$ cat config.mk
export PLATFORM = sky130hd
export DESIGN_NAME = fetch_prefetch
export DESIGN_NICKNAME = d
export VERILOG_FILES = /design/src/rtl/fetch_pkg.sv /design/src/rtl/fetch_fifo.sv /design/src/rtl/fetch_prefetch.sv
export SDC_FILE = /design/constraint.sdc
export NUM_CORES = 1
export LEC_CHECK = 0
export ABC_AREA = 1
export BUFFER_PORTS_ARGS = -buffer_cell sky130_fd_sc_hd__buf_2
export CAP_MARGIN = 40
export CORE_UTILIZATION = 58
export CTS_BUF_LIST = sky130_fd_sc_hd__clkbuf_4 sky130_fd_sc_hd__clkbuf_8 sky130_fd_sc_hd__clkbuf_16
export DETAILED_ROUTE_END_ITERATION = 7
export PLACE_DENSITY = 0.8
export SYNTH_ARGS = -nofsm -noshare
export SYNTH_HDL_FRONTEND = slang
export SYNTH_HIERARCHICAL = 1
export SYNTH_SLANG_ARGS = --single-unit
export TNS_END_PERCENT = 30
$ cat constraint.sdc
create_clock -name clk_i -period 3.2 [get_ports clk_i]
set_input_delay 0.64 -clock clk_i [delete_from_list [all_inputs] [get_ports clk_i]]
set_output_delay 0.64 -clock clk_i [all_outputs]
set_load 0.05 [all_outputs]
$ cat src/rtl/fetch_pkg.sv
// Shared types and default widths for the instruction fetch stage.
package fetch_pkg;

    localparam int unsigned DefDataW = 32;
    localparam int unsigned DefAddrW = 32;
    localparam int unsigned DefDepth = 4;

    typedef enum logic [1:0] {
        StIdle,
        StWait,
        StDrain
    } fetch_state_e;

    // Queue entry layout at default widths; the top declares the same shape at its own widths.
    typedef struct packed {
        logic [DefAddrW-1:0] pc;
        logic [DefDataW-1:0] instr;
    } fetch_entry_t;

endpackage

$ cat src/rtl/fetch_fifo.sv
// Synchronous FIFO with flush used as the fetch prefetch queue.
module fetch_fifo #(
    parameter int unsigned Depth = 4,
    parameter int unsigned Width = 64
) (
    input  logic                   clk_i,
    input  logic                   rst_ni,
    input  logic                   flush_i,
    input  logic                   push_i,
    input  logic [Width-1:0]       wdata_i,
    input  logic                   pop_i,
    output logic [Width-1:0]       rdata_o,
    output logic [$clog2(Depth):0] count_o
);

    localparam int unsigned PtrW = $clog2(Depth);

    logic [Width-1:0] mem_q [Depth];
    logic [PtrW-1:0]  wptr_q, wptr_d;
    logic [PtrW-1:0]  rptr_q, rptr_d;
    logic [PtrW:0]    count_q, count_d;
    logic             full, empty;
    logic             do_push, do_pop;

    always_comb begin
        full    = (count_q == (PtrW + 1)'(Depth));
        empty   = (count_q == '0);
        do_pop  = pop_i && !empty;
        // A pop frees the slot in the same edge, so push-while-full is legal when popping.
        do_push = push_i && (!full || do_pop);
    end

    always_comb begin
        wptr_d  = wptr_q;
        rptr_d  = rptr_q;
        count_d = count_q;
        if (flush_i) begin
            wptr_d  = '0;
            rptr_d  = '0;
            count_d = '0;
        end else begin
            if (do_push) wptr_d = wptr_q + PtrW'(1);
            if (do_pop)  rptr_d = rptr_q + PtrW'(1);
            unique case ({do_push, do_pop})
                2'b10:   count_d = count_q + (PtrW + 1)'(1);
                2'b01:   count_d = count_q - (PtrW + 1)'(1);
                default: count_d = count_q;
            endcase
        end
    end

    always_ff @(posedge clk_i or negedge rst_ni) begin
        if (!rst_ni) begin
            wptr_q  <= '0;
            rptr_q  <= '0;
            count_q <= '0;
        end else begin
            wptr_q  <= wptr_d;
            rptr_q  <= rptr_d;
            count_q <= count_d;
        end
    end

    always_ff @(posedge clk_i or negedge rst_ni) begin
        if (!rst_ni) begin
            for (int i = 0; i < int'(Depth); i++) begin
                mem_q[i] <= '0;
            end
        end else if (do_push && !flush_i) begin
            mem_q[wptr_q] <= wdata_i;
        end
    end

    assign rdata_o = mem_q[rptr_q];
    assign count_o = count_q;

endmodule

$ cat src/rtl/fetch_prefetch.sv
// Fetch stage: owns the fetch PC, issues one ROM request at a time and queues {pc, instr}
// pairs for decode; a redirect flushes the queue and drains any in-flight request.
module fetch_prefetch
    import fetch_pkg::*;
#(
    parameter int unsigned      DataW   = DefDataW,
    parameter int unsigned      AddrW   = DefAddrW,
    parameter int unsigned      Depth   = DefDepth,
    parameter int unsigned      PcStep  = 1,
    parameter logic [AddrW-1:0] ResetPc = '0
) (
    input  logic             clk_i,
    input  logic             rst_ni,
    output logic             mem_req_o,
    output logic [AddrW-1:0] mem_addr_o,
    input  logic             mem_ack_i,
    input  logic [DataW-1:0] mem_rdata_i,
    output logic             dec_valid_o,
    output logic [DataW-1:0] dec_data_o,
    output logic [AddrW-1:0] dec_pc_o,
    input  logic             dec_ready_i,
    input  logic             redirect_valid_i,
    input  logic [AddrW-1:0] redirect_pc_i,
    output logic [AddrW-1:0] pc_next_o
);

    localparam int unsigned CntW = $clog2(Depth) + 1;

    typedef struct packed {
        logic [AddrW-1:0] pc;
        logic [DataW-1:0] instr;
    } entry_t;

    fetch_state_e     state_q, state_d;
    logic [AddrW-1:0] pc_q, pc_d;
    logic [AddrW-1:0] req_addr_q, req_addr_d;
    logic [CntW-1:0]  count;
    logic             issue, push, pop;
    entry_t           wentry, rentry;

    // State register
    always_ff @(posedge clk_i or negedge rst_ni) begin
        if (!rst_ni) begin
            state_q <= StIdle;
        end else begin
            state_q <= state_d;
        end
    end

    // Next-state logic
    always_comb begin
        state_d = state_q;
        unique case (state_q)
            StIdle: begin
                if (issue) state_d = StWait;
            end
            StWait: begin
                // An ack coinciding with a redirect closes the request; its data is dropped.
                if (mem_ack_i)             state_d = StIdle;
                else if (redirect_valid_i) state_d = StDrain;
            end
            StDrain: begin
                if (mem_ack_i) state_d = StIdle;
            end
            default: state_d = StIdle;
        endcase
    end

    // Outputs and handshake decode
    always_comb begin
        // Only IDLE issues, so the in-flight term of the space check is always zero here.
        issue       = (state_q == StIdle) && !redirect_valid_i && (count < CntW'(Depth));
        mem_req_o   = (state_q == StWait) || (state_q == StDrain);
        mem_addr_o  = req_addr_q;
        push        = (state_q == StWait) && mem_ack_i && !redirect_valid_i;
        dec_valid_o = (count != '0);
        pop         = dec_valid_o && dec_ready_i && !redirect_valid_i;
        wentry      = '{pc: req_addr_q, instr: mem_rdata_i};
        dec_pc_o    = rentry.pc;
        dec_data_o  = rentry.instr;
        pc_next_o   = pc_q;
    end

    always_comb begin
        pc_d       = pc_q;
        req_addr_d = req_addr_q;
        if (redirect_valid_i) begin
            pc_d = redirect_pc_i;
        end else if (push) begin
            pc_d = pc_q + AddrW'(PcStep);
        end
        if (issue) req_addr_d = pc_q;
    end

    always_ff @(posedge clk_i or negedge rst_ni) begin
        if (!rst_ni) begin
            pc_q       <= ResetPc;
            req_addr_q <= ResetPc;
        end else begin
            pc_q       <= pc_d;
            req_addr_q <= req_addr_d;
        end
    end

    fetch_fifo #(
        .Depth (Depth),
        .Width (AddrW + DataW)
    ) u_queue (
        .clk_i   (clk_i),
        .rst_ni  (rst_ni),
        .flush_i (redirect_valid_i),
        .push_i  (push),
        .wdata_i (wentry),
        .pop_i   (pop),
        .rdata_o (rentry),
        .count_o (count)
    );

endmodule

==> reports/qor.csv <==
stage,metric,value,unit
cts,TritonCTS buffer count,36,
yosys,post-synthesis compound-gate area fraction,18.73,%
yosys,Synth Area in Simple Gates,19.05,%
route,WL/cell,16.50,um
floorplan,row count,60,
yosys,Synth Area per Inst,8.592,um2
route,Routed Antenna Nets,0,
yosys,register area share after synthesis,52.08,%
sta,Final Hold Violating Endpoints,0,
final_layout,"most common cell after layout, fill and taps aside",nand2_1,
sta,final setup vio count,0,
pwr,Leak,9.060,nW
floorplan,Core ar.,26880,um2
yosys,distinct cell type count after synthesis,34,
sta,Setup TNS,0,ns
pwr,total chip power,17.22,mW
final_layout,sequential cell area,8238,um2
cts,htree depth,2,
cts,# resized after CTS,0,
sta,Final Skew,0.02296,ns
yosys,"EDFF count, synth",0,
yosys,adder-cell share of the synthesized area,0.8389,%
floorplan,I/O Pins,199,
grt,GR Util All Layers,28.32,%
route,DR vias/cell,5.667,
place,dpl cell area,16680,um2
place,RePlAce Congestion,0.9816,
grt,initial antenna violation count,1,
floorplan,chip height,167.1,um
cts,Post-CTS Hold Fix Bufs,0,
critical_path,crit path kind,register to output pin,
sta,fin crit share,94.17,%
yosys,Synth Warn #,6,
status,run status,finished clean,
cts,CTS Sinks,329,
yosys,Async SR Flop Fraction,100.0,%
yosys,Post-Syn Area,15810,um2
yosys,Syn Nets,1919,
sta,Final Max Slew Viols,0,
cts,clock buffer depth,3,
sta,fmax,331.8,MHz
cts,Root Driver,clkbuf_16,
cts,"Clk Latency, worst-skew pair",0.51,ns
sta,setup ws final,0.1865,ns
yosys,largest family of logic cells by synthesized area,simple AND/OR/NAND/NOR gates,
critical_path,endpoint class of the critical path,output pin,
place,Post-Place Cells,2292,
worst_hold_path,Hold Path Class,primary input to async pin,
critical_path,highest net fanout along the worst path,129,
cts,postcts setup bufs,0,
cts,CTS tree,done,
final_layout,fin util,66.54,%
final_layout,filler instances,2143,
route,drt total wl,38.78,mm
final_layout,"Design Area, Final",17880,um2
yosys,Synth Instances,1840,
final_layout,multi-input gate area in the final layout,6141,um2
sta,worst-margin pin slew,0.8143,ns
floorplan,Die ar.,27920,um2
place,dpl ws,0.4386,ns
sta,Slew HR,45.63,%
route,via count,13317,
final_layout,number of non-filler instances in the completed layout,2350,
grt,largest net degree at the start of global routing,130,
grt,vias in the first global route,12869,
place,I/O Buffers,198,
yosys,Post-Synth XOR/XNOR Area,0.2216,%
final_layout,Total Nets Final,2068,
job,max-cap viol count,0,
critical_path,CP arrival,2.37,ns
sta,Hold WS,0.1283,ns
yosys,synthesis-stage register bit count,329,
pwr,PD cells,963.0,nW/um2
sta,RSZ-0062 raised after global routing,false,
grt,first-pass GRT wire length,64.41,mm
place,placed wire-length estimate,24.36,mm
route,DRC errors left,0,
final_layout,area delta synth->final,13.11,%
floorplan,Starting Density,58.82,%
sta,fin crit period,3.013,ns
final_layout,most frequent cells in the layout,"nand2_1, dfrtp_1, buf_2, o21ai_1, o21ai_0",
final_layout,share of layout cells above drive strength 1,19.37,%
critical_path,crit start category,register,
route,total iterations of the first detailed-routing run,8,
grt,gr ovfl total,0,
route,Initial DRC Count,1241,
yosys,"Top FF cell, synth",dfrtp_1,
pwr,maximum vdd drop,0.7121,mV
critical_path,Critical Path RT,2.56,ns
cts,clk slew on worst S/H paths,0.06,ns
yosys,mux cell area share after synthesis,0,%
floorplan,Die W,167.1,um
cells in the mapped netlist (7+ instances only):
cell,number,area (um2)
a21oi_1,7,35.03
buf_2,15,75.07
buf_6,55,619.3
clkbuf_1,37,138.9
dfrtp_1,329,8233
ha_1,9,112.6
inv_1,135,506.7
nand2_1,467,1753
nand2_2,7,43.79
nand2_4,7,78.83
nand3_1,52,260.3
nor2_1,170,638.1
nor2_4,7,78.83
o211ai_1,8,60.06
o21ai_0,174,870.8
o21ai_1,192,960.9
o21ai_2,69,604.3
o22ai_1,65,406.6
routing by layer:
layer / vias to the layer above / track usage (%) / part of all wire (%)
met1: 6304 / 38.72 / 43
met4: 0 / 10.35 / 2.9
met2: 570 / 45.66 / 47
met5: - / 0 / 0
met3: 85 / 4.869 / 7.5
li1: 6358 / - / -
final cells by class:
cell class / instances / area share (%)
Multi-Input combinational cell: 1259 / 34.34
Timing Repair Buffer: 225 / 7.571
Tap cell: 341 / 2.386
Clock buffer: 47 / 5.807
Clock inverter: 10 / 0.9026
Antenna cell: 1 / 0.01399
Sequential cell: 329 / 46.07
Inverter: 138 / 2.911
sequential cells by signal, indices dropped and copies added, names as in the netlist:
register and count:
u_queue/mem_q 256, state_q 2, u_queue/rptr_q 2, u_queue/wptr_q 2, mem_addr_o 32, pc_next_o 32
u_queue/count_o 3
cells by family after synthesis:
group,count (synthesis)
AND/OR/NAND/NOR,727
XOR/XNOR,4
adder cells (fa/ha/maj),10
buffers and inverters,252
flip-flops,329
AO/OA/AOI/OAI,518
critical path, stage by stage, from the launching register on:
cell and delay (ns):
dfrtp_4 0.44, buf_12 0.45, o21ai_0 0.20, o22ai_1 0.41, buf_2 0.35
report_power, final:
part           switching, mW  internal, mW
logic                   5.31          1.68
registers              0.829          5.21
clock network           1.60          2.59
path summary, 6_finish.rpt:
check | startpoint | to | slack (ns) | cells after the start
worst max-delay path | u_queue/rptr_q[0] | dec_pc_o[5] | 0.19 | 4
worst min register to register | u_queue/mem_q[71] | u_queue/mem_q[71] | 0.48 | 2
worst min-delay path | rst_ni | u_queue/mem_q[18] | 0.13 | 1
max in group asynchronous | rst_ni | u_queue/mem_q[55] | 2.14 | 2
worst max register to register | state_q[1] | u_queue/count_o[2] | 0.44 | 16
min in group clk_i | redirect_pc_i[9] | pc_next_o[9] | 0.35 | 3
No activity file was read; power rests on OpenSTA's default activity.
